<file path="src/rtl/chip_spreader_if.sv">
// chip_spreader_if: symbol handshake, chip-rate strobe and serial chip stream of chip_spreader.
interface chip_spreader_if;
   logic [3:0] inSymbol;
   logic       inSymValid;
   logic       outSymReady;
   logic       inChipEn;
   logic       outChip;
   logic [4:0] outChipIdx;
   logic       outChipValid;
   logic       outBusy;
   logic       outDone;
   modport master (
      output inSymbol, inSymValid, inChipEn,
      input  outSymReady, outChip, outChipIdx, outChipValid, outBusy, outDone
   );
   modport slave (
      input  inSymbol, inSymValid, inChipEn,
      output outSymReady, outChip, outChipIdx, outChipValid, outBusy, outDone
   );
endinterface

</file>
<file path="src/rtl/chip_spreader.sv">
// chip_spreader: maps 4-bit symbols to 32-chip 802.15.4 O-QPSK PN sequences, one chip per strobe.
module chip_spreader #(
   parameter logic IDLE_CHIP = 1'b0
) (
   input logic           inClk,
   input logic           inRst,
   chip_spreader_if.slave bus
);
   localparam logic [31:0] SEQ0 = 32'b1101_1001_1100_0011_0101_0010_0010_1110;
   typedef enum logic [1:0] {IDLE = 2'd0, RUN = 2'd1} state_t;
   state_t     r_state, w_state;
   logic [3:0] r_hold, w_hold, r_sym, w_sym;
   logic       r_hold_full, w_hold_full;
   logic [5:0] r_idx, w_idx;
   logic       r_chip, w_chip, r_valid, w_valid, r_done, w_done;
   logic [4:0] r_chip_idx, w_chip_idx;
   logic [4:0] w_pos, w_rom_idx;
   logic       w_seq_bit, w_accept, w_last;
   // SEQ0 holds chip 0 in its MSB; rotation by 4k chips is an index offset, odd chips flip for k>=8
   assign w_pos     = r_idx[4:0] - {r_sym[2:0], 2'b00};
   assign w_rom_idx = ~w_pos;
   assign w_seq_bit = SEQ0[w_rom_idx] ^ (r_sym[3] & r_idx[0]);
   assign w_accept  = bus.inSymValid & ~r_hold_full;
   assign w_last    = r_idx[4:0] == 5'd31;
   always_comb begin
      w_state     = r_state;
      w_hold      = r_hold;
      w_hold_full = r_hold_full;
      w_sym       = r_sym;
      w_idx       = r_idx;
      w_chip      = r_chip;
      w_chip_idx  = r_chip_idx;
      w_valid     = r_valid;
      w_done      = 1'b0;
      if (w_accept) begin
         w_hold      = bus.inSymbol;
         w_hold_full = 1'b1;
      end
      case (r_state)
         IDLE: if (r_hold_full) begin
            w_sym       = r_hold;
            w_hold_full = 1'b0;
            w_idx       = 6'd0;
            w_state     = RUN;
         end
         RUN: if (r_idx[5] && r_hold_full) begin
            // symbol arrived after chip 31 went out: reload without waiting for a strobe
            w_sym       = r_hold;
            w_hold_full = 1'b0;
            w_idx       = 6'd0;
         end else if (bus.inChipEn) begin
            if (!r_idx[5]) begin
               w_chip     = w_seq_bit;
               w_chip_idx = r_idx[4:0];
               w_valid    = 1'b1;
               w_idx      = r_idx + 6'd1;
               if (w_last && r_hold_full) begin
                  w_sym       = r_hold;
                  w_hold_full = 1'b0;
                  w_idx       = 6'd0;
               end
            end else begin
               w_chip  = IDLE_CHIP;
               w_valid = 1'b0;
               w_done  = 1'b1;
               w_state = IDLE;
            end
         end
         default: w_state = IDLE;
      endcase
   end
   always_ff @(posedge inClk or posedge inRst) begin
      if (inRst) begin
         r_state     <= IDLE;
         r_hold      <= 4'd0;
         r_hold_full <= 1'b0;
         r_sym       <= 4'd0;
         r_idx       <= 6'd0;
         r_chip      <= IDLE_CHIP;
         r_chip_idx  <= 5'd0;
         r_valid     <= 1'b0;
         r_done      <= 1'b0;
      end else begin
         r_state     <= w_state;
         r_hold      <= w_hold;
         r_hold_full <= w_hold_full;
         r_sym       <= w_sym;
         r_idx       <= w_idx;
         r_chip      <= w_chip;
         r_chip_idx  <= w_chip_idx;
         r_valid     <= w_valid;
         r_done      <= w_done;
      end
   end
   assign bus.outSymReady  = ~r_hold_full;
   assign bus.outChip      = r_chip;
   assign bus.outChipIdx   = r_chip_idx;
   assign bus.outChipValid = r_valid;
   assign bus.outBusy      = (r_state == RUN) | r_hold_full;
   assign bus.outDone      = r_done;
endmodule

</file>
<file path="src/flat_wrapper.sv">
// flat-port wrapper written by rule: the top's interface ports become plain ports
module chip_spreader_flat 
#(
   parameter logic IDLE_CHIP = 1'b0
)
  (inClk, inRst, bus_inSymbol, bus_inSymValid, bus_inChipEn, bus_outSymReady, bus_outChip, bus_outChipIdx, bus_outChipValid, bus_outBusy, bus_outDone);
  chip_spreader_if bus_i ();
  input logic inClk;
  input logic inRst;
  input wire logic [$bits(bus_i.inSymbol)-1:0] bus_inSymbol;
  input wire logic [$bits(bus_i.inSymValid)-1:0] bus_inSymValid;
  input wire logic [$bits(bus_i.inChipEn)-1:0] bus_inChipEn;
  output wire logic [$bits(bus_i.outSymReady)-1:0] bus_outSymReady;
  output wire logic [$bits(bus_i.outChip)-1:0] bus_outChip;
  output wire logic [$bits(bus_i.outChipIdx)-1:0] bus_outChipIdx;
  output wire logic [$bits(bus_i.outChipValid)-1:0] bus_outChipValid;
  output wire logic [$bits(bus_i.outBusy)-1:0] bus_outBusy;
  output wire logic [$bits(bus_i.outDone)-1:0] bus_outDone;
  assign bus_i.inSymbol = bus_inSymbol;
  assign bus_i.inSymValid = bus_inSymValid;
  assign bus_i.inChipEn = bus_inChipEn;
  assign bus_outSymReady = bus_i.outSymReady;
  assign bus_outChip = bus_i.outChip;
  assign bus_outChipIdx = bus_i.outChipIdx;
  assign bus_outChipValid = bus_i.outChipValid;
  assign bus_outBusy = bus_i.outBusy;
  assign bus_outDone = bus_i.outDone;
  chip_spreader #(.IDLE_CHIP(IDLE_CHIP)) u_core (.inClk(inClk), .inRst(inRst), .bus(bus_i));
endmodule
</file>
<file path="config.mk">
export PLATFORM = sky130hd
export DESIGN_NAME = chip_spreader_flat
export DESIGN_NICKNAME = d
export VERILOG_FILES = /design/src/rtl/chip_spreader_if.sv /design/src/rtl/chip_spreader.sv /design/src/flat_wrapper.sv
export SDC_FILE = /design/constraint.sdc
export NUM_CORES = 1
export LEC_CHECK = 0
export ABC_AREA = 1
export BUFFER_PORTS_ARGS = -buffer_cell sky130_fd_sc_hd__buf_4
export CAP_MARGIN = 20
export CORE_ASPECT_RATIO = 0.7
export CORE_UTILIZATION = 25
export DETAILED_ROUTE_END_ITERATION = 8
export HOLD_SLACK_MARGIN = 0.15
export PLACE_DENSITY = 0.53
export SYNTH_ARGS = -nofsm -noshare
export SYNTH_HDL_FRONTEND = slang
export SYNTH_SLANG_ARGS = --single-unit
</file>
<file path="constraint.sdc">
create_clock -name inClk -period 2.2 [get_ports inClk]
set_clock_uncertainty 0.15 [all_clocks]
set_input_delay 0.55 -clock inClk [delete_from_list [all_inputs] [get_ports inClk]]
set_output_delay 0.55 -clock inClk [all_outputs]
set_load 0.01 [all_outputs]
</file>
* After elaboration in Yosys (flattened, before gate mapping)
Memories as Yosys holds them, arrays and structs flattened.
Cells that the tools add are included.
** Word-level totals
- Input bits :: 8
- Register bits :: 25
- ROM bits :: 32
- Memories kept :: 1
- Logic and storage cells :: 72
** Memory list
- (no name shown) :: words 32, width 1, rd ports 1, clocked after Yosys merged registers in 0, wr ports 0, line chip_spreader.sv:22 : assign w_seq_bit = SEQ0[w_rom_idx] ^ (r_sym[3] & r_idx[0]);
** Operators by class
- Order comparisons :: 1
- Add/subtract/negate cells :: 2
- Reductions and logical operators :: 10
- Equal/unequal tests :: 9
- Multiplexer cells :: 31
- Bitwise operators :: 8
** Operators with widths (count)
- $mux 6 :: 5
- $mux 4 :: 5
- $mux 1 :: 13
- $pmux 6 s2 :: 1
- $reduce_and 4->1 :: 3
- $mux 2 :: 4
- $pmux 4 s2 :: 1
- $add 6x1->6 const B :: 1
- $lt 5x6->1 const B :: 1
- $reduce_and 3->1 :: 2
- $eq 5x5->1 const B :: 1
- $not 5->5 :: 1
- $reduce_and 5->1 :: 1
- $sub 5x5->5 :: 1
- $ne 2x1->1 const B :: 2
- $ne 2x2->1 const B :: 2
- $pmux 2 s2 :: 1
- $ne 3x1->1 const B :: 1
- $ne 3x2->1 const B :: 1
- $ne 3x3->1 const B :: 1
- $not 1->1 :: 3
- $and 1x1->1 :: 2
- $eq 2x1->1 const B :: 1
- $logic_and 1x1->1 :: 2
- 5 further kinds :: 5

* Depth between registers and ports, before layout
- Word-level depth :: 8
- Mapped depth :: 14
- Gate-level depth less buffers :: 14

* Worst setup path after synthesis
OpenSTA, ideal clock, no wires.
- Path type :: register to register
- From :: register u_core.r_idx[2]
- To :: register u_core.r_chip, in the netlist u_core.bus.outChip
- Cell stages (with the launch flop) :: 12
- Setup slack :: 375 ps
- Data arrival time :: 1558 ps
- Required time :: 1933 ps
- Path buffers :: 0
- Cell sequence :: dfrtp_1 inv_1 ha_1 inv_1 fa_1 inv_1 nand3_1 nand2_1 nand2_1 nand3_1 nand3_1 nand2_1
** On the way
- Longest elaborated chain between the ends :: 6
** Ends and longest elaborated chain
- start: declaration :: line chip_spreader.sv:14 : logic [5:0] r_idx, w_idx;
- start signal: assignment :: line chip_spreader.sv:88 : r_idx <= w_idx;
- $sub 5x5->5 :: line chip_spreader.sv:20 : assign w_pos = r_idx[4:0] - {r_sym[2:0], 2'b00};
- $not 5->5 :: line chip_spreader.sv:21 : assign w_rom_idx = ~w_pos;
- $mem_v2 32x1
- $mux 1 (not written as such) :: line chip_spreader.sv:22
- $xor 1x1->1 :: line chip_spreader.sv:22
- $mux 1 :: line chip_spreader.sv:52 : if (!r_idx[5]) begin
- end signal: assignment :: line chip_spreader.sv:89 : r_chip <= w_chip;
- end: declaration :: line chip_spreader.sv:15 : logic r_chip, w_chip, r_valid, w_valid, r_done, w_done;
Every way passes these cells. The select of a mux whose other input is x is not followed.
A chain may end at the register's enable or synchronous reset.

* Worst setup path in the final report
Ends and elaborated chain as after synthesis.

==> results.py <==
metrics = {
    "outcome": {
        "status": "complete, no violations",
    },
    "detailed_routing": {
        "routed_via_density": 4.038,
        "totalWireLength_um": 2445,
        "ant_nets": 0,
        "drt_iter0_markers": 32,
        "routedWlPerCell_um": 10.23,
        "drtPass1Iterations": 4,
        "route.detailed.drc": 0,
        "vias": 965,
    },
    "finish": {
        "num_antenna_cells": 0,
        "area_delta_synth_final_pct": 22.66,
        "nets": 184,
        "drive_gt1_frac": 0.2059,
    },
    "timing": {
        "period_share": 0.9216,
        "tns_ns": 0,
        "slew_headroom": 0.7900,
        "slew_violations": 0,
        "max_freq_ghz": 0.4932,
        "tightest_slew_ns": 0.3150,
        "hold_ws_ns": 0.1651,
        "rsz0062_at_grt": "false",
        "hold_viol_final": 0,
        "finalSetupViolCount": 0,
        "period_minus_slack_ns": 2.027,
    },
    "power": {
        "leakagePower_nw": 0.8163,
        "powerDensity_mw_per_mm2": 1237,
        "peakVddDrop_uv": 326.3,
    },
    "yosys": {
        "synth_top_cell_area_share": 0.4834,
        "synth_seq_cells": 24,
        "synth_area_sq_mm": 0.001242,
        "syn_avg_cell_area_sq_um": 8.339,
        "synthesis.instances": 149,
        "yosys_warnings": 0,
        "synth_top_cell_by_area": "dfrtp_1",
        "synth_seq_area_share": 0.4834,
        "synthTopCellsByArea": "dfrtp_1 (48%), nand2_1 (15%), inv_1 (6.0%)",
        "synth_nets": 162,
        "synth_cell_type_count": 23,
    },
    "clock_tree": {
        "htreeDepth": 1,
        "clockBufferDepth": 2,
        "ctsHoldBuffers": 0,
        "cts_buffers": 3,
        "cts-root-buf": "clkbuf_8",
        "insertion_delay_ns": 0.27,
        "cts.clk_slew.worst_paths_ns": 0.09,
        "tritoncts": "built",
        "cts.sinks": 24,
        "post-cts-setup-buffers": 0,
        "cts_resized": 0,
    },
    "grt": {
        "grt_max_degree": 25,
        "overflow": 0,
        "grt_pass1_vias": 879,
        "grt_usage": 0.1096,
        "grt_antenna_before_repair": 0,
        "grt_pass1_wl_um": 4209,
    },
    "setup_path": {
        "worstSetupEndpointType": "flip-flop",
        "critPathKind": "flip-flop to flip-flop",
        "path_max_fanout": 3,
        "cp-start-kind": "flip-flop",
        "required_ns": 2.21,
        "cp.arrival_ns": 2.04,
    },
    "die": {
        "die_w_um": 86.26,
        "start_util": 0.2598,
        "die-area_sq_mm": 0.005260,
        "core.rowCount": 21,
        "coreArea_sq_mm": 0.004782,
        "die_h_um": 60.98,
        "io_pins": 18,
    },
    "flow_run": {
        "maxCapViolCount": 0,
    },
    "placement": {
        "gp_congestion": 0.7971,
        "portBuffers": 17,
        "place_hpwl_um": 1912,
    },
    "min_path": {
        "hp-class": "input pin to asynchronous set/reset pin",
    },
}
## synthesized netlist by cell type
library cell	number
fa_1	1
dfrtp_1	24
nand2_4	1
a21o_1	2
nand2_1	50
mux2_2	2
nor2_4	1
o22ai_1	1
inv_1	20
nand2_8	1
inv_2	2
a21oi_1	5
o32ai_1	1
ha_1	4
nand3_1	9
or2_2	1
o21ai_0	7
o21ai_1	2
nand2_2	3
buf_6	1
nor2_1	8
a21oi_2	2
o21a_1	1
## layer usage
layer	GRT usage	up-vias	wire [um]
met5	0	-	0
met4	0.04286	0	21
met3	0.03673	2	92
met2	0.1542	15	971
met1	0.1552	440	1359
li1	-	508	-
## final timing paths
check                                                      from                                    to  slack (ns)  depth (start not counted)
min reg2reg                u_core.bus.outChipIdx[4]$_DFFE_PP0P_  u_core.bus.outChipIdx[4]$_DFFE_PP0P_        0.33                          2
max reg2reg                         u_core.r_idx[2]$_DFFE_PP0P_        u_core.bus.outChip$_DFFE_PP0P_        0.17                         12
min                                                       inRst          u_core.r_hold[3]$_DFFE_PP0P_        0.17                          3
min in group inClk         u_core.bus.outChipIdx[4]$_DFFE_PP0P_  u_core.bus.outChipIdx[4]$_DFFE_PP0P_        0.33                          2
max in group asynchronous                                 inRst  u_core.bus.outChipIdx[2]$_DFFE_PP0P_        1.49                          3
max                                 u_core.r_idx[2]$_DFFE_PP0P_        u_core.bus.outChip$_DFFE_PP0P_        0.17                         12
## flip-flops by register name, summed over array words and instances, names as in the netlist
register	flops
u_core.r_idx	6
u_core.bus.outChipIdx	5
u_core.r_hold	4
u_core.r_sym	4
u_core.bus.outChip	1
u_core.bus.outChipValid	1
u_core.bus.outDone	1
u_core.r_hold_full	1
u_core.r_state	1
## cell families (layout without fill, tap and decap cells)
logic type / count (synthesis) / in the layout / share of synthesized area
multiplexers: 2 / 2 / 0.01813
AND/OR/NAND/NOR: 74 / 74 / 0.2659
flip-flops: 24 / 24 / 0.4834
adder cells (fa/ha/maj): 5 / 5 / 0.05640
AO/OA/AOI/OAI: 21 / 21 / 0.1007
buffers and inverters: 23 / 44 / 0.07553
## cells in the final DEF, fill, tap and decap left out, types with 4 or more instances in the layout
cell type / count
o21ai_0: 7
nand3_1: 9
nand2_1: 50
a21oi_1: 5
buf_4: 18
dfrtp_1: 24
ha_1: 4
nor2_1: 8
inv_1: 20
## cell type report
type	count	area, sq um
Fill cell	547	3258
Inverter	22	82.58
Sequential cell	24	600.6
Multi-Input combinational cell	102	548.0
Clock inverter	1	30.03
Clock buffer	3	41.29
Timing Repair Buffer	18	135.1
Tap cell	69	86.33
## where the power goes
group	leakage [nW]	switching (mW)	internal (mW)
registers	0.282	0.113	0.583
clock network	0.0357	0.148	0.243
logic	0.498	0.460	0.337
total	0.816	0.721	1.16
## worst max-delay path: stages, from the launching register on
cell and delay [ns]:
dfrtp_1 0.42, inv_1 0.12, ha_1 0.15, inv_1 0.04
fa_1 0.47, inv_1 0.10, nand3_1 0.08, nand2_1 0.09
nand2_1 0.07, nand2_1 0.06, nand2_1 0.05, nand3_1 0.08
nand2_1 0.05
## metrics by stage
stage	total power, mW	cell area [sq um]	setup slack, ns	utilization	instances
2_1_floorplan	1.272	1242	0.3746	-	149
3_3_place_gp	1.502	1453	0.1887	0.3038	235
3_5_place_dp	1.508	1453	0.2004	0.3038	235
4_1_cts	1.911	1524	0.1829	0.3187	239
5_1_grt	2.068	1524	0.02351	0.3187	239
6_report	1.885	1524	0.1726	0.3187	239
(Power assumes the default switching activity.)
